--- config.mk ---
export PLATFORM = sky130hd
export DESIGN_NAME = bs_engine_scheduler
export DESIGN_NICKNAME = d
export VERILOG_FILES = /design/src/rtl/bs_engine_scheduler.sv
export SDC_FILE = /design/constraint.sdc
export NUM_CORES = 1
export LEC_CHECK = 0
export BUFFER_PORTS_ARGS = -buffer_cell sky130_fd_sc_hd__buf_2
export CAP_MARGIN = 20
export CORE_AREA = 4 4 247 249
export DETAILED_ROUTE_END_ITERATION = 16
export DIE_AREA = 0 0 251 253
export PLACE_DENSITY = 0.76
export SLEW_MARGIN = 20
export SYNTH_ARGS = -nofsm -noshare
export SYNTH_HDL_FRONTEND = slang
export SYNTH_SLANG_ARGS = --single-unit
--- constraint.sdc ---
create_clock -name clk -period 2.2 [get_ports clk]
set_input_delay 0.11 -clock clk [delete_from_list [all_inputs] [get_ports clk]]
set_output_delay 0.11 -clock clk [all_outputs]
set_load 0.01 [all_outputs]
--- src/rtl/bs_engine_scheduler.sv ---
// Dispatches option records round-robin to idle Black-Scholes engines and
// returns tagged results on a single valid/ready stream, also round-robin.
module bs_engine_scheduler #(
    parameter int NUM_ENG = 4,
    parameter int W       = 32
) (
    input  logic                 clk,
    input  logic                 rst,
    input  logic                 rec_valid,
    input  logic [W-1:0]         rec_option_id,
    input  logic [W-1:0]         rec_sptprice,
    input  logic [W-1:0]         rec_strike,
    input  logic [W-1:0]         rec_rate,
    input  logic [W-1:0]         rec_volatility,
    input  logic [W-1:0]         rec_otime,
    input  logic [W-1:0]         rec_otype,
    output logic                 rec_ready,
    output logic [NUM_ENG-1:0]   eng_start,
    output logic [W-1:0]         eng_sptprice,
    output logic [W-1:0]         eng_strike,
    output logic [W-1:0]         eng_rate,
    output logic [W-1:0]         eng_volatility,
    output logic [W-1:0]         eng_otime,
    output logic [W-1:0]         eng_otype,
    input  logic [NUM_ENG-1:0]   eng_done,
    input  logic [NUM_ENG*W-1:0] eng_price,
    output logic                 res_valid,
    input  logic                 res_ready,
    output logic [W-1:0]         res_option_id,
    output logic [W-1:0]         res_price,
    output logic [2:0]           res_engine,
    output logic [15:0]          ovf_cnt,
    output logic                 proto_err
);
    localparam int PW = (NUM_ENG > 1) ? $clog2(NUM_ENG) : 1;
    localparam logic [PW:0] NE = (PW+1)'(NUM_ENG);

    typedef enum logic [1:0] {ENG_IDLE, ENG_BUSY, ENG_DONE} eng_state_t;

    eng_state_t    state      [NUM_ENG];
    eng_state_t    state_next [NUM_ENG];
    logic [W-1:0]  tag        [NUM_ENG];
    logic [W-1:0]  price      [NUM_ENG];
    logic [PW-1:0] disp_ptr, disp_sel;
    logic [PW-1:0] res_ptr, res_sel;
    logic          res_found;
    logic          accept, handshake;

    function automatic logic [PW-1:0] wrap_add(input logic [PW-1:0] base, input int unsigned off);
        logic [PW:0] s;
        s = {1'b0, base} + (PW+1)'(off);
        if (s >= NE) s = s - NE;
        return s[PW-1:0];
    endfunction

    assign accept    = rec_valid & rec_ready;
    assign handshake = res_valid & res_ready;

    // Both searches scan from their pointer upward with wrap; first hit wins.
    always_comb begin
        rec_ready = 1'b0;
        disp_sel  = '0;
        res_found = 1'b0;
        res_sel   = '0;
        for (int unsigned i = 0; i < NUM_ENG; i++) begin
            if (!rec_ready && state[wrap_add(disp_ptr, i)] == ENG_IDLE) begin
                rec_ready = 1'b1;
                disp_sel  = wrap_add(disp_ptr, i);
            end
            if (!res_found && state[wrap_add(res_ptr, i)] == ENG_DONE) begin
                res_found = 1'b1;
                res_sel   = wrap_add(res_ptr, i);
            end
        end
    end

    always_comb begin
        for (int unsigned k = 0; k < NUM_ENG; k++) begin
            state_next[k] = state[k];
            case (state[k])
                ENG_IDLE: if (accept && disp_sel == PW'(k)) state_next[k] = ENG_BUSY;
                ENG_BUSY: if (eng_done[k]) state_next[k] = ENG_DONE;
                ENG_DONE: if (handshake && res_engine == 3'(k)) state_next[k] = ENG_IDLE;
                default:  state_next[k] = ENG_IDLE;
            endcase
        end
    end

    always_ff @(posedge clk or negedge rst) begin
        if (!rst) begin
            for (int unsigned k = 0; k < NUM_ENG; k++) state[k] <= ENG_IDLE;
        end else begin
            for (int unsigned k = 0; k < NUM_ENG; k++) state[k] <= state_next[k];
        end
    end

    always_ff @(posedge clk or negedge rst) begin
        if (!rst) begin
            eng_start      <= '0;
            eng_sptprice   <= '0;
            eng_strike     <= '0;
            eng_rate       <= '0;
            eng_volatility <= '0;
            eng_otime      <= '0;
            eng_otype      <= '0;
            disp_ptr       <= '0;
            res_ptr        <= '0;
            res_valid      <= 1'b0;
            res_option_id  <= '0;
            res_price      <= '0;
            res_engine     <= '0;
            ovf_cnt        <= '0;
            proto_err      <= 1'b0;
            for (int unsigned k = 0; k < NUM_ENG; k++) begin
                tag[k]   <= '0;
                price[k] <= '0;
            end
        end else begin
            eng_start <= '0;
            if (accept) begin
                eng_start[disp_sel] <= 1'b1;
                eng_sptprice        <= rec_sptprice;
                eng_strike          <= rec_strike;
                eng_rate            <= rec_rate;
                eng_volatility      <= rec_volatility;
                eng_otime           <= rec_otime;
                eng_otype           <= rec_otype;
                tag[disp_sel]       <= rec_option_id;
                disp_ptr            <= wrap_add(disp_sel, 1);
            end
            if (rec_valid && !rec_ready && ovf_cnt != '1) ovf_cnt <= ovf_cnt + 16'd1;
            for (int unsigned k = 0; k < NUM_ENG; k++) begin
                if (eng_done[k]) begin
                    if (state[k] == ENG_BUSY) price[k] <= eng_price[k*W +: W];
                    else                      proto_err <= 1'b1;
                end
            end
            // A new result is only chosen while the output slot is empty.
            if (handshake) begin
                res_valid <= 1'b0;
            end else if (!res_valid && res_found) begin
                res_valid     <= 1'b1;
                res_option_id <= tag[res_sel];
                res_price     <= price[res_sel];
                res_engine    <= 3'(res_sel);
                res_ptr       <= wrap_add(res_sel, 1);
            end
        end
    end
endmodule

Word level (Yosys, flattened, before mapping)

Index checks and enable logic that the tools add are counted.
W data, S select, Z words.

Bits in registers: 548
Logic and storage cells: 248

Add/sub/neg operators: 19
Magnitude comparators: 23
Equality and inequality tests: 31
Multiplexer cells: 88
Bitwise operators: 13
Reductions and logical operators: 47

Operators with widths:

| cell                    | count |
|---|---|
| $mux W32                | 5 |
| $bmux W32 S2            | 2 |
| $bwmux W128             | 1 |
| $mux W2                 | 46 |
| $demux W32 S2           | 1 |
| $ge A3 B3 Y1 const B    | 18 |
| $bmux W2 S2             | 8 |
| $not A2 Y3              | 10 |
| $eq A2 B2 Y1 const B    | 12 |
| $ne A2 B2 Y1 const B    | 12 |
| $pmux W2 S3             | 4 |
| $sub A2 B1 Y2 const B   | 10 |
| $logic_and A1 B1 Y1     | 19 |
| $mux W1                 | 19 |
| $logic_not A2 Y1        | 9 |
| $add A16 B1 Y16 const B | 1 |
| $ne A16 B16 Y1 const B  | 1 |
| $add A2 B1 Y3 const B   | 4 |
| $add A2 B2 Y3 const B   | 4 |
| $eq A2 B1 Y1 const B    | 6 |
| $reduce_and A3 Y1       | 4 |
| $reduce_and A2 Y1       | 5 |
| $logic_not A1 Y1        | 8 |
| $ge A2 B3 Y1 const B    | 2 |
| 9 further kinds         | 10 |

Depth between registers and ports, before layout

Gate-level depths: netlist of run 1.

Depth in word-level cells: 23
Mapped depth: 11

Least setup slack after synthesis of run 1

Ideal clock, no wire load.

Path type: reg-to-reg
Start: register state[4] (netlist name)
End: register tag[100] (netlist name)
Arrival: 2.174 ns
Slack: -0.099 ns
Stages on the path, launching flop included: 10
Path buffers: 1
Period minus slack after synthesis: 2.299 ns
Path through: dfrtp_1 > nor2_1 > a21oi_1 > nor2b_1 > o32a_1 > or2_2 > ha_1 > nand2_2 > buf_2 > mux2_2

Word-level cells in the longest chain between the ends: 20
Elaborated cells between the ends (all ways): 38
Those cells by class: 2 x order compare; 23 x mux; 2 x bitwise; 11 x reduce/logical

Ends and longest elaborated chain:

| element                                                            | RTL line | source |
|---|---|---|
| start: declaration                                                 | 40       | `eng_state_t state [NUM_ENG];` |
| $bmux W2 S2                                                        | 66       | `if (!rec_ready && state[wrap_add(disp_ptr, i)] == ENG_IDLE) begin` |
| $mux W2 (implied by the code) (2 in a row)                         | 66       |  |
| $logic_not A2 Y1                                                   | 66       |  |
| $mux W1                                                            | 66       |  |
| $logic_not A1 Y1                                                   | 66       |  |
| $logic_and A1 B1 Y1                                                | 66       |  |
| $mux W1                                                            | 66       |  |
| $logic_not A1 Y1                                                   | 66       |  |
| (+3 left out)                                                      | -        |  |
| $logic_and A1 B1 Y1                                                | 66       |  |
| $mux W2                                                            | 66       |  |
| $not A2 Y3 (implied by the code)                                   | 128      | `tag[disp_sel] <= rec_option_id;` |
| $ge A3 B3 Y1 (implied by the code) or $lt A3 B1 Y1 (tied branches) | 128      |  |
| $logic_and A1 B1 Y1 (implied by the code)                          | 128      |  |
| $mux W32 (implied by the code)                                     | 128      |  |
| $demux W32 S2                                                      | 128      |  |
| $bwmux W128                                                        | 128      |  |
| end signal: indexed assignment                                     | 128      |  |
| end: declaration                                                   | 42       | `logic [W-1:0] tag [NUM_ENG];` |

Several ways; a longest one is shown, not always the timed one. The select of a mux whose other input is x is not followed.
A chain may end at the register's enable or synchronous reset.

Worst setup path in the final report of run 1

Start: register state[5] (netlist name)
End: register tag[121] (netlist name)

The elaborated chain is that of the path after synthesis.

==> results of run 1 <==
==> worst max-delay path by stage <==
stage | slack, ns | cells after the start | endpoint
after floorplan | -0.04 | 9 | tag[35]
after global placement | -0.21 | 6 | res_price[8]
after detailed placement | -0.27 | 6 | res_price[8]
after CTS | -0.10 | 9 | tag[96]
after global routing | -0.17 | 10 | tag[121]
final | -0.14 | 10 | tag[121]
==> per-stage QoR <==
stage,setup TNS [ns],utilization
after floorplan,-1.05,-
after global placement,-10.60,0.474
after detailed placement,-26.33,0.474
after CTS,-5.49,0.593
after global routing,-21.68,0.623
final,-7.57,0.624
==> power groups by stage <==
| stage | clock network, mW | registers (mW) | logic [mW] |
|---|---|---|---|
| 2_1_floorplan | 0 | 16.1 | 11.1 |
| 3_3_place_gp | 0 | 16.0 | 17.4 |
| 3_5_place_dp | 0 | 16.2 | 17.9 |
| 4_1_cts | 10.3 | 16.3 | 22.5 |
| 5_1_grt | 10.9 | 17.2 | 28.3 |
| 6_report | 10.3 | 16.9 | 27.0 |
==> repair_timing <==
| item | in CTS | in global routing |
|---|---|---|
| pin swaps | 14 | 114 |
| cloned | 7 | 27 |
| setup endpoints to repair | 193 | 318 |
| setup buffers | 17 | 27 |
| hold buffers | 359 | 0 |
| endpoints found under the hold margin | 561 | 0 |
| resized for setup | 175 | 165 |
==> cell families (layout without fill, tap and decap cells) <==
kind of cell,Yosys count,in the layout,synth area share
flops,548,548,0.596
buf+inv,116,1294,0.0273
fa+ha+maj,5,5,0.00272
mux,517,517,0.250
compound gates,157,157,0.0701
xor+xnor,16,16,0.00609
other cells,1,28,0.000163
simple gates,210,210,0.0479
==> per-layer routing <==
metal | global-route usage | up-vias
li1 | - | 8052
met1 | 0.309 | 10058
met2 | 0.486 | 1194
met3 | 0.0789 | 387
met5 | 0 | -
met4 | 0.123 | 2
==> critical path, stage by stage (launching register included) <==
cell                       delay [ns]
sky130_fd_sc_hd__dfrtp_2         0.44
sky130_fd_sc_hd__buf_4           0.17
sky130_fd_sc_hd__o22a_1          0.23
sky130_fd_sc_hd__buf_4           0.17
sky130_fd_sc_hd__a21boi_4        0.19
sky130_fd_sc_hd__buf_4           0.15
sky130_fd_sc_hd__buf_12          0.15
sky130_fd_sc_hd__nand2_4         0.10
sky130_fd_sc_hd__buf_12          0.14
sky130_fd_sc_hd__buf_16          0.14
sky130_fd_sc_hd__mux2_4          0.31
==> cell usage in the layout, fill, tap and decap left out, types with 14 or more instances in the layout <==
cell,count
sky130_fd_sc_hd__mux2_4,33
sky130_fd_sc_hd__nor2_1,79
sky130_fd_sc_hd__xnor2_1,14
sky130_fd_sc_hd__and3_1,43
sky130_fd_sc_hd__a2111oi_4,65
sky130_fd_sc_hd__mux2i_1,47
sky130_fd_sc_hd__dlygate4sd3_1,359
sky130_fd_sc_hd__mux2_2,421
sky130_fd_sc_hd__diode_2,27
sky130_fd_sc_hd__buf_2,639
sky130_fd_sc_hd__a211oi_2,52
sky130_fd_sc_hd__and3_4,22
sky130_fd_sc_hd__buf_4,78
sky130_fd_sc_hd__clkbuf_16,81
sky130_fd_sc_hd__buf_16,14
sky130_fd_sc_hd__buf_12,39
sky130_fd_sc_hd__buf_6,21
sky130_fd_sc_hd__dfrtp_1,543
==> synthesized netlist by cell type, drive strengths merged (2+ instances only) <==
cell	instances	area (sq um)
nor3	4	20.0
ha	5	62.6
nor2b	4	32.5
inv	9	33.8
buf	74	464
nand3b	4	30.0
nand2b	6	45.0
and2	2	15.0
o311ai	2	35.0
nand3	7	35.0
a311oi	2	23.8
and3	65	407
xor2	2	17.5
o22a	2	17.5
dfrtp	548	13700
mux2i	63	631
a211oi	63	598
clkbuf	33	129
xnor2	14	123
a21oi	4	20.0
and4	2	17.5
nor2	82	308
nand4	9	56.3
mux2	454	5110
o21ai	11	55.1
a2111oi	66	797
nand2	19	83.8
==> state kept, by name (all words and copies together) (netlist names) <==
name and count:
price 128, tag 128, eng_otime 32, eng_otype 32, eng_rate 32, eng_sptprice 32
eng_strike 32, eng_volatility 32, res_option_id 32, res_price 32, ovf_cnt 16, state 8
eng_start 4, disp_ptr 2, res_engine 2, res_ptr 2, proto_err 1, res_valid 1
==> layout make-up <==
type,instances,area share
repair buffers,1184,0.260
flip-flops and latches,548,0.375
inverters,9,0.000923
well taps,773,0.0264
clock buffers,81,0.0456
clock inverters,20,0.00862
multi-input cells,906,0.282
diodes,27,0.00185
==> tab_implementation.tex, run 1 <==
\begin{tabular}{lr}
\hline
Metric & Value \\
\hline
\multicolumn{2}{l}{\textbf{Critical path}} \\
\quad Reg-to-Reg Start & state[5] \\
\quad Data arrival time of the worst path & 2.82 ns \\
\quad Setup slack on the worst flop-to-flop path & -0.14 ns \\
\quad Startpoint-to-endpoint class of the critical path & register to register \\
\quad End of the worst register-to-register path & tag[121] \\
\quad Launch point of the worst path & state[5] \\
\quad Crit path capture type & register \\
\quad Depth of the most critical reg-to-reg path & 10 \\
\quad Data required time at the worst endpoint & 2.69 ns \\
\quad Startpoint kind of the worst setup timing path & register \\
\quad Critical Path Fanout Max & 8 \\
\multicolumn{2}{l}{\textbf{Floorplanning}} \\
\quad Die outline area & 63500 sq um \\
\quad Number of top-level pins & 642 \\
\quad Die Y-Extent & 253 um \\
\quad Starting density of the core & 0.392 \\
\quad Core Region & 58700 sq um \\
\quad Number of placement rows & 89 \\
\quad Horiz. Die Dim & 251 um \\
\multicolumn{2}{l}{\textbf{Detailed routing}} \\
\quad Number of DRC markers in iteration 0 & 1477 \\
\quad Routed met2 length & 49.9 mm \\
\quad DR WL/cell & 27.8 um \\
\quad Routed vias/inst & 5.55 \\
\quad Final ANT Viol Nets & 0 \\
\quad Detailed-routing wirelength on met1 & 34.5 mm \\
\quad Final wirelength & 98.6 mm \\
\quad Top sig layer & met5 \\
\quad First-pass iteration count of the detailed router & 5 \\
\quad Total number of vias & 19.7k \\
\quad Detail Route met3 WL & 8.17 mm \\
\quad Number of remaining DRC errors & 0 \\
\multicolumn{2}{l}{\textbf{Power}} \\
\quad Internal Power & 33.5 mW \\
\quad Part of the total power dissipated in the clock network & 0.190 \\
\quad P\_leak & 16.5 nW \\
\quad Total power density per cell area & 1480 nW/um\^{}2 \\
\quad Switching power as a share of total power & 0.383 \\
\quad Total design power & 54.3 mW \\
\quad Combinational power share & 0.498 \\
\quad Sequential share of power & 0.312 \\
\quad Switching power & 20.8 mW \\
\quad IR Drop Worst-Case VDD & 0.000981 V \\
\multicolumn{2}{l}{\textbf{Final layout}} \\
\quad Non-Filler Cell Area, Final & 36600 sq um \\
\quad Area used by multi-input combinational logic & 10300 sq um \\
\quad Fraction of final layout cells with drive strength greater than 1 & 0.570 \\
\quad Area Growth Syn to Fin & 59.1\% \\
\quad Net total in the final layout & 3071 \\
\quad Filler cells & 3943 \\
\quad Flip-flop and latch area & 13700 sq um \\
\quad Final Non-Filler Cells & 3548 \\
\multicolumn{2}{l}{\textbf{Logic synthesis}} \\
\quad Post-synthesis cell count & 1570 \\
\quad Warnings, synthesis & 0 \\
\quad Leading register cell type out of synthesis & sky130\_fd\_sc\_hd\_\_dfrtp\_1 \\
\quad Synthesized netlist net count & 1935 \\
\quad Synthesis-stage register bit count & 548 \\
\quad Share of synthesized flip-flops with an asynchronous set or reset & 1.00 \\
\quad Number of enable flip-flop cells after synthesis & 0 \\
\quad Syn Area/Cell & 14.7 sq um \\
\quad Sequential cell area fraction in the yosys report & 0.596 \\
\quad Post-Synthesis Cell Area & 23000 sq um \\
\quad Number of distinct standard cells referenced by the synthesized netlist & 54 \\
\multicolumn{2}{l}{\textbf{Placed design}} \\
\quad Count of buffers from port buffering & 640 \\
\quad Routability cong. & 0.957 \\
\quad Final HPWL from detailed placement & 56.2 mm \\
\quad Placed Cells incl. Taps & 2987 \\
\quad Post-Place Cell Area & 27800 sq um \\
\quad Pre-CTS WS & -0.265 ns \\
\multicolumn{2}{l}{\textbf{Global routing}} \\
\quad Largest net degree at the start of global routing & 69 \\
\quad Initial antenna violation count & 26 \\
\quad Global routing usage summed across all routing layers & 0.275 \\
\quad Final global-route overflow total & 0 \\
\quad Via count of the first global-routing pass & 21.4k \\
\quad First-pass GRT wire length & 134 mm \\
\multicolumn{2}{l}{\textbf{Timing}} \\
\quad Worst hold-check slack & 0.110 ns \\
\quad Setup violators final & 202 \\
\quad Unrepaired setup endpoints after global routing & true \\
\quad Pin slew with the least headroom to its limit & 0.686 ns \\
\quad Final Critical Period & 2.34 ns \\
\quad Max-slew headroom & 0.543 \\
\quad Post-layout worst setup margin & -0.136 ns \\
\quad Final Max Tran Viols & 0 \\
\quad Post-route clock skew & 0.0246 ns \\
\quad Final hold violations & 0 \\
\quad Fmax & 428 MHz \\
\quad Final period util & 1.06 \\
\multicolumn{2}{l}{\textbf{CTS}} \\
\quad Clock sink count & 548 \\
\quad Total number of H-tree levels & 2 \\
\quad Clock tree from TritonCTS & built \\
\quad Root buf cell & sky130\_fd\_sc\_hd\_\_clkbuf\_16 \\
\quad Num CTS Buffers & 57 \\
\quad Clock-pin slew on the worst setup and hold paths & 0.07 ns \\
\quad Maximum count of clock buffers along a single path & 3 \\
\quad Insertion delay of the later-clocked pin in the worst-skew pair & 0.62 ns \\
\multicolumn{2}{l}{\textbf{Status}} \\
\quad Outcome & complete, but fails checks \\
\quad Violations in the final reports & setup timing \\
\multicolumn{2}{l}{\textbf{Min path}} \\
\quad Worst Hold Class & input pin to async pin \\
\multicolumn{2}{l}{\textbf{Flow run}} \\
\quad Count of max-cap constraint violations & 0 \\
\hline
\end{tabular}
Power figures use the tool's default switching activity.
==> run 2, diff against run 1 <==
--- a/config.mk
+++ b/config.mk
@@ -8,6 +8,7 @@
 export BUFFER_PORTS_ARGS = -buffer_cell sky130_fd_sc_hd__buf_2
 export CAP_MARGIN = 20
 export CORE_AREA = 4 4 247 249
+export CTS_BUF_LIST = sky130_fd_sc_hd__clkbuf_4 sky130_fd_sc_hd__clkbuf_8 sky130_fd_sc_hd__clkbuf_16
 export DETAILED_ROUTE_END_ITERATION = 16
 export DIE_AREA = 0 0 251 253
 export PLACE_DENSITY = 0.76
==> run 2 against run 1 <==
The run still ends with setup timing left. Clock power barely moved. Clock-buffer cell count unchanged. Flip-flop and latch count unchanged. Register-to-register slack barely moved. Global-route usage is 0.096 points higher. Sequential power barely moved.
==> tab_implementation.tex, run 2 (synthesis gave the netlist of run 1 again) <==
\begin{tabular}{lr}
\hline
Metric & Value \\
\hline
\multicolumn{2}{l}{\textbf{Status}} \\
\quad Outcome & complete, but fails checks \\
\quad Violations in the final reports & setup timing \\
\multicolumn{2}{l}{\textbf{Global routing}} \\
\quad Via count of the first global-routing pass & 21.5k (+0.68\%) \\
\quad Initial antenna violation count & 31 (+19\%) \\
\quad First-pass GRT wire length & 134 mm (+0.38\%) \\
\quad Final global-route overflow total & 0 (unchanged) \\
\quad Global routing usage summed across all routing layers & 0.276 (+0.000959) \\
\quad Largest net degree at the start of global routing & 69 (unchanged) \\
\multicolumn{2}{l}{\textbf{CTS}} \\
\quad Insertion delay of the later-clocked pin in the worst-skew pair & 0.62 ns (about the same) \\
\quad Clock sink count & 548 (unchanged) \\
\quad Clock-pin slew on the worst setup and hold paths & 0.07 ns (about the same) \\
\quad Maximum count of clock buffers along a single path & 3 (unchanged) \\
\quad Root buf cell & sky130\_fd\_sc\_hd\_\_clkbuf\_16 \\
\quad Num CTS Buffers & 57 (unchanged) \\
\quad Total number of H-tree levels & 2 (unchanged) \\
\quad Clock tree from TritonCTS & built \\
\multicolumn{2}{l}{\textbf{Detailed routing}} \\
\quad Number of DRC markers in iteration 0 & 1462 (-1.0\%) \\
\quad Final wirelength & 98.9 mm (+0.26\%) \\
\quad First-pass iteration count of the detailed router & 5 (unchanged) \\
\quad Number of remaining DRC errors & 0 (unchanged) \\
\quad DR WL/cell & 27.8 um (about the same) \\
\quad Routed vias/inst & 5.54 (-0.14\%) \\
\quad Final ANT Viol Nets & 0 (unchanged) \\
\quad Total number of vias & 19.7k (+0.030\%) \\
\multicolumn{2}{l}{\textbf{Critical path}} \\
\quad Setup crit end & tag[54] \\
\quad Startpoint kind of the worst setup timing path & register \\
\quad Setup slack on the worst flop-to-flop path & -0.13 ns (about the same) \\
\quad Depth of the most critical reg-to-reg path & 9 (-1) \\
\quad Critical Path Fanout Max & 6 (-2) \\
\quad Launch point of the worst path & state[4] \\
\quad Data arrival time of the worst path & 2.82 ns (about the same) \\
\quad Reg-to-Reg Start & state[4] \\
\quad End of the worst register-to-register path & tag[54] \\
\quad Startpoint-to-endpoint class of the critical path & register to register \\
\quad Crit path capture type & register \\
\quad Data required time at the worst endpoint & 2.69 ns (about the same) \\
\multicolumn{2}{l}{\textbf{Final layout}} \\
\quad Area Growth Syn to Fin & 58.9\% \\
\quad Most common cell after layout, fill and taps aside & sky130\_fd\_sc\_hd\_\_buf\_2 \\
\quad Highest-count cells in the layout ignoring fill and taps & 639 x sky130\_fd\_sc\_hd\_\_buf\_2, 543 x sky130\_fd\_sc\_hd\_\_dfrtp\_1, 418 x sky130\_fd\_sc\_hd\_\_mux2\_2, 359 x sky130\_fd\_sc\_hd\_\_dlygate4sd3\_1, 81 x sky130\_fd\_sc\_hd\_\_clkbuf\_16 \\
\quad Fraction of final layout cells with drive strength greater than 1 & 0.568 (-0.00151) \\
\quad Final Non-Filler Cells & 3554 (+0.17\%) \\
\quad Registers with the highest flip-flop counts & price (128), tag (128) \\
\quad Net total in the final layout & 3066 (-0.16\%) \\
\multicolumn{2}{l}{\textbf{Floorplanning}} \\
\quad Number of top-level pins & 642 (unchanged) \\
\quad Die Y-Extent & 253 um (unchanged) \\
\quad Die outline area & 63500 sq um (unchanged) \\
\quad Horiz. Die Dim & 251 um (unchanged) \\
\quad Starting density of the core & 0.392 (unchanged) \\
\quad Core Region & 58700 sq um (unchanged) \\
\quad Number of placement rows & 89 (unchanged) \\
\multicolumn{2}{l}{\textbf{Timing}} \\
\quad Post-layout worst setup margin & -0.131 ns (+0.00530 ns) \\
\quad Fmax & 429 MHz (+0.23\%) \\
\quad Final hold violations & 0 (unchanged) \\
\quad Max-slew headroom & 0.538 (-0.00451) \\
\quad Unrepaired setup endpoints after global routing & true \\
\quad Final period util & 1.06 (-0.00241) \\
\quad Post-route clock skew & 0.0182 ns (-0.00647 ns) \\
\quad Final Max Tran Viols & 0 (unchanged) \\
\quad Setup violators final & 270 (+34\%) \\
\quad Pin slew with the least headroom to its limit & 0.693 ns (+0.00676 ns) \\
\quad Final Critical Period & 2.33 ns (-0.00530 ns) \\
\multicolumn{2}{l}{\textbf{Placed design}} \\
\quad Final HPWL from detailed placement & 56.2 mm (unchanged) \\
\quad Placed Cells incl. Taps & 2987 (unchanged) \\
\quad Count of buffers from port buffering & 640 (unchanged) \\
\quad Routability cong. & 0.957 (unchanged) \\
\multicolumn{2}{l}{\textbf{Power}} \\
\quad P\_leak & 16.5 nW (+0.23\%) \\
\quad Total design power & 54.2 mW (-0.16\%) \\
\quad IR Drop Worst-Case VDD & 0.000982 V (+0.14\%) \\
\quad Sequential share of power & 0.311 (about the same) \\
\quad Part of the total power dissipated in the clock network & 0.193 (+0.003) \\
\quad Internal Power & 33.5 mW (about the same) \\
\quad Combinational power share & 0.496 (-0.002) \\
\quad Switching power & 20.7 mW (-0.34\%) \\
\quad Total power density per cell area & 1480 nW/um\^{}2 (about the same) \\
\quad Switching power as a share of total power & 0.382 (-0.000681) \\
\multicolumn{2}{l}{\textbf{Flow run}} \\
\quad Count of max-cap constraint violations & 0 (unchanged) \\
\multicolumn{2}{l}{\textbf{Min path}} \\
\quad Worst Hold Class & input pin to async pin \\
\hline
\end{tabular}
==> run 2: metrics by stage <==
stage / worst slack, ns / util / setup TNS, ns / hold slack, ns / area (sq um)
after floorplan: -0.0394 / - / -1.05 / -0.186 / 23000
after global placement: -0.210 / 0.474 / -10.60 / 0.162 / 27800
after detailed placement: -0.265 / 0.474 / -26.33 / 0.163 / 27800
after CTS: -0.103 / 0.594 / -5.35 / 0.0672 / 34900
after global routing: -0.232 / 0.622 / -29.83 / 0.146 / 36500
final: -0.131 / 0.623 / -12.76 / 0.119 / 36500
==> run 2: area by class of cell <==
cell class              count  area, sq um
fillers                  3949        22100
flip-flops and latches    548        13700
multi-input cells         906        10300
repair buffers           1179         9450
clock buffers              81         1710
well taps                 773          967
clock inverters            20          315
diodes                     38         95.1
inverters                   9         33.8
==> run 2: worst min-delay path by stage <==
stage | slack [ns] | endpoint | cells past startpoint | startpoint
2_1_floorplan | -0.19 | disp_ptr[0] | 0 | rst
3_3_place_gp | 0.16 | tag[118] | 1 | rst
4_1_cts | 0.07 | ovf_cnt[12] | 6 | rec_valid
6_report | 0.12 | tag[84] | 2 | rst
3_5_place_dp | 0.16 | tag[54] | 1 | rst
5_1_grt | 0.15 | tag[86] | 2 | rst
==> run 2: critical path: stages, from the launching register on <==
cell and delay, ns:
sky130_fd_sc_hd__dfrtp_2 0.43, sky130_fd_sc_hd__nor2_4 0.15, sky130_fd_sc_hd__nor3_1 0.06, sky130_fd_sc_hd__or3_1 0.32, sky130_fd_sc_hd__a22oi_2 0.21, sky130_fd_sc_hd__nand2_2 0.13, sky130_fd_sc_hd__ha_2 0.24, sky130_fd_sc_hd__nand2_8 0.14
sky130_fd_sc_hd__clkbuf_16 0.18, sky130_fd_sc_hd__mux2_2 0.34
==> run 2: routing by layer <==
metal | share of wire | track usage | wire length, um
met2 | 0.50 | 0.485 | 49700
met3 | 0.081 | 0.0799 | 8000
met4 | 0.062 | 0.133 | 6100
met1 | 0.35 | 0.308 | 35100
met5 | 0 | 0 | 0
==> run 2: power groups by stage <==
| stage | registers [mW] | logic, mW | clock network, mW |
|---|---|---|---|
| 2_1_floorplan | 16.1 | 11.1 | 0 |
| 3_3_place_gp | 16.0 | 17.4 | 0 |
| 3_5_place_dp | 16.2 | 17.9 | 0 |
| 4_1_cts | 16.3 | 22.6 | 10.5 |
| 5_1_grt | 17.1 | 28.1 | 11.0 |
| 6_report | 16.9 | 26.9 | 10.5 |
==> run 2: timing repair <==
item,in CTS,in global routing
endpoints found under the hold margin,551,0
pin swaps,18,104
resized for setup,175,157
hold buffers,359,0
buffers inserted,18,24
endpoints found under the setup margin,193,318
cloned,7,27
==> run 3, diff against run 2 <==
==> constraint.sdc (replaced) <==
create_clock -name clk -period 2.2 [get_ports clk]
set_input_delay 0.11 -clock clk [delete_from_list [all_inputs] [get_ports clk]]
set_output_delay 0.11 -clock clk [all_outputs]
set_load 0.05 [all_outputs]
==> run 3 against run 2 <==
The flow still finishes with violations (setup timing). Sequential share of layout area increased by 0.85 points. Power rose by 1.6%. Hold slack lost 0.079 ns. Non-clock buffer count shrank 17. Clock-buffer cell count rose by 2. Critical endpoint is now res_option_id[13]. Sequential power barely moved. Die area unchanged.
==> tab_implementation.tex, run 3 (synthesis gave the netlist of run 1 again) <==
\begin{tabular}{lr}
\hline
Metric & Value \\
\hline
\multicolumn{2}{l}{\textbf{Status}} \\
\quad Outcome & complete, but fails checks \\
\quad Violations in the final reports & setup timing \\
\multicolumn{2}{l}{\textbf{Floorplanning}} \\
\quad Horiz. Die Dim & 251 um (unchanged) \\
\quad Number of placement rows & 89 (unchanged) \\
\quad Die Y-Extent & 253 um (unchanged) \\
\quad Core Region & 58700 sq um (unchanged) \\
\quad Number of top-level pins & 642 (unchanged) \\
\quad Die outline area & 63500 sq um (unchanged) \\
\quad Starting density of the core & 0.392 (unchanged) \\
\multicolumn{2}{l}{\textbf{Critical path}} \\
\quad CP max stage delay & 0.45 ns (+0.02 ns) \\
\quad Critical Path Fanout Max & 11 (+5) \\
\quad Startpoint-to-endpoint class of the critical path & register to register \\
\quad Critical path buffers and inverters & 3 (+2) \\
\quad Crit path capture type & register \\
\quad Data required time at the worst endpoint & 2.68 ns (about the same) \\
\quad Family of cells with the greatest summed delay on the critical path & compound AO/OA/AOI/OAI gates \\
\quad Crit path max-delay cell type & sky130\_fd\_sc\_hd\_\_or3b\_4 \\
\quad CP dominant cell by count & sky130\_fd\_sc\_hd\_\_buf\_6 \\
\quad Startpoint kind of the worst setup timing path & register \\
\quad Cell Chain, Critical Path & or3b\_4, buf\_6, o211a\_1, o22ai\_4, buf\_6, bufbuf\_16, a2111oi\_1, a311oi\_1 \\
\quad Data arrival time of the worst path & 2.80 ns (-0.02 ns) \\
\multicolumn{2}{l}{\textbf{Final layout}} \\
\quad Highest-count cells in the layout ignoring fill and taps & 639 x sky130\_fd\_sc\_hd\_\_buf\_2, 543 x sky130\_fd\_sc\_hd\_\_dfrtp\_1, 410 x sky130\_fd\_sc\_hd\_\_mux2\_2, 359 x sky130\_fd\_sc\_hd\_\_dlygate4sd3\_1, 78 x sky130\_fd\_sc\_hd\_\_nor2\_1 \\
\quad Net total in the final layout & 3050 (-0.52\%) \\
\quad Area used by multi-input combinational logic & 9790 sq um (-4.6\%) \\
\quad Most common cell after layout, fill and taps aside & sky130\_fd\_sc\_hd\_\_buf\_2 \\
\quad Fraction of final layout cells with drive strength greater than 1 & 0.553 (-0.0155) \\
\quad Area Growth Syn to Fin & 55.4\% \\
\quad Non-Filler Cell Area, Final & 35700 sq um (-2.2\%) \\
\quad Registers with the highest flip-flop counts & price (128), tag (128) \\
\quad Final standard cell utilization of the core & 0.609 (-0.0138) \\
\quad Filler cells & 4064 (+2.9\%) \\
\quad Flip-flop and latch area & 13700 sq um (unchanged) \\
\quad Final Non-Filler Cells & 3526 (-0.79\%) \\
\multicolumn{2}{l}{\textbf{Timing}} \\
\quad Final hold violations & 0 (unchanged) \\
\quad Final period util & 1.05 (-0.00623) \\
\quad Final Max Tran Viols & 0 (unchanged) \\
\quad Max-slew headroom & 0.659 (+0.121) \\
\quad Post-route clock skew & 0.0158 ns (-0.00232 ns) \\
\quad Final Critical Period & 2.32 ns (-0.0137 ns) \\
\quad Setup violators final & 96 (-64\%) \\
\quad Fmax & 432 MHz (+0.59\%) \\
\quad Post-layout worst setup margin & -0.117 ns (+0.0137 ns) \\
\quad Pin slew with the least headroom to its limit & 0.511 ns (-0.182 ns) \\
\quad Unrepaired setup endpoints after global routing & true \\
\multicolumn{2}{l}{\textbf{CTS}} \\
\quad Total number of H-tree levels & 2 (unchanged) \\
\quad Root buf cell & sky130\_fd\_sc\_hd\_\_clkbuf\_16 \\
\quad Clock-pin slew on the worst setup and hold paths & 0.06 ns (about the same) \\
\quad Num CTS Buffers & 58 (+1.8\%) \\
\quad Insertion delay of the later-clocked pin in the worst-skew pair & 0.62 ns (about the same) \\
\quad Clock tree from TritonCTS & built \\
\quad Maximum count of clock buffers along a single path & 3 (unchanged) \\
\quad Clock sink count & 548 (unchanged) \\
\multicolumn{2}{l}{\textbf{Global routing}} \\
\quad First-pass GRT wire length & 130 mm (-3.0\%) \\
\quad Final global-route overflow total & 0 (unchanged) \\
\quad Largest net degree at the start of global routing & 95 (+38\%) \\
\quad Global routing usage summed across all routing layers & 0.266 (-0.00951) \\
\quad Initial antenna violation count & 19 (-39\%) \\
\quad Via count of the first global-routing pass & 20.9k (-2.9\%) \\
\multicolumn{2}{l}{\textbf{Detailed routing}} \\
\quad Number of remaining DRC errors & 0 (unchanged) \\
\quad Detail Route met3 WL & 6.73 mm (-16\%) \\
\quad First-pass iteration count of the detailed router & 5 (unchanged) \\
\quad Final wirelength & 92.9 mm (-6.0\%) \\
\quad DR WL/cell & 26.4 um (-5.3\%) \\
\quad Number of DRC markers in iteration 0 & 1110 (-24\%) \\
\quad Total number of vias & 19.1k (-3.0\%) \\
\quad Detailed-routing wirelength on met1 & 34.2 mm (-2.5\%) \\
\quad Top sig layer & met5 \\
\quad Routed met2 length & 46.9 mm (-5.7\%) \\
\quad Final ANT Viol Nets & 0 (unchanged) \\
\quad Routed vias/inst & 5.42 (-2.2\%) \\
\multicolumn{2}{l}{\textbf{Placed design}} \\
\quad Final HPWL from detailed placement & 56.5 mm (+0.48\%) \\
\quad Post-Place Cell Area & 28000 sq um (+0.63\%) \\
\quad Placed Cells incl. Taps & 2990 (+0.10\%) \\
\quad Pre-CTS WS & -0.233 ns (+0.0318 ns) \\
\quad Count of buffers from port buffering & 640 (unchanged) \\
\quad Routability cong. & 0.909 (-5.0\%) \\
\multicolumn{2}{l}{\textbf{Power}} \\
\quad IR Drop Worst-Case VDD & 0.00131 V (+33\%) \\
\quad Total power density per cell area & 1540 nW/um\^{}2 (+3.9\%) \\
\quad P\_leak & 16.4 nW (-0.62\%) \\
\multicolumn{2}{l}{\textbf{Min path}} \\
\quad Worst Hold Class & input pin to async pin \\
\multicolumn{2}{l}{\textbf{Flow run}} \\
\quad Count of max-cap constraint violations & 0 (unchanged) \\
\hline
\end{tabular}
[run 3: cell types whose count changed in the layout (fill, tap and decap cells not counted), sizes merged]
cell and change:
buf -10, bufbuf +1, bufinv -2, clkbuf -6
clkinv +5, diode -18, inv +2
[run 3: where the power goes]
part / internal (mW) / switching (mW)
clock: 6.20 / 4.33
combinational: 12.0 / 16.0
sequential: 13.9 / 2.65
[run 3: worst reg2reg max path, stage by stage, from the launching register on]
cell and delay (ns):
sky130_fd_sc_hd__dfrtp_1 0.43, sky130_fd_sc_hd__or3b_4 0.45, sky130_fd_sc_hd__buf_6 0.13, sky130_fd_sc_hd__o211a_1 0.14, sky130_fd_sc_hd__o22ai_4 0.20, sky130_fd_sc_hd__buf_6 0.15
sky130_fd_sc_hd__bufbuf_16 0.32, sky130_fd_sc_hd__a2111oi_1 0.08, sky130_fd_sc_hd__a311oi_1 0.29
[run 3: repair_timing]
item	CTS	global route
gates cloned	3	21
hold buffers	359	0
buffers inserted	15	12
setup endpoints to repair	186	368
gates resized for setup	103	138
pin swaps	12	34
hold endpoints to repair	798	0
[run 3: layout make-up]
| type | instances | share of cell area |
|---|---|---|
| Sequential cell | 548 | 0.384 |
| Multi-Input combinational cell | 906 | 0.274 |
| Timing Repair Buffer | 1162 | 0.255 |
| Clock buffer | 83 | 0.0497 |
| Tap cell | 773 | 0.0271 |
| Clock inverter | 25 | 0.00774 |
| Antenna cell | 20 | 0.00140 |
| Inverter | 9 | 0.000945 |
[run 3: metal layers]
layer | vias to the layer above | GRT usage
met4 | 6 | 0.125
met1 | 9837 | 0.309
met5 | - | 0
met3 | 293 | 0.0665
li1 | 8027 | -
met2 | 945 | 0.464
[run 3: per-stage QoR]
step           setup TNS, ns  power, mW  hold WS, ns
6_report               -2.35       55.1       0.0394
5_1_grt               -12.82       57.1       0.0548
4_1_cts               -0.505       51.1       0.0169
3_5_place_dp          -13.17       37.9       0.0678
3_3_place_gp           -4.87       37.1       0.0665
2_1_floorplan              0       30.8       -0.186
[run 3: final timing paths]
path                            cells after the start  startpoint                 to  slack, ns
worst max register to register                      8  res_ptr[0]  res_option_id[13]      -0.12
max in group asynchronous                           3         rst          price[25]       1.26
worst min-delay path                                2         rst  res_option_id[21]       0.04
min in group clk                                    6   rec_valid        ovf_cnt[12]       0.16
worst min register to register                      1    price[7]           price[7]       0.50
worst max-delay path                                8  res_ptr[0]  res_option_id[13]      -0.12
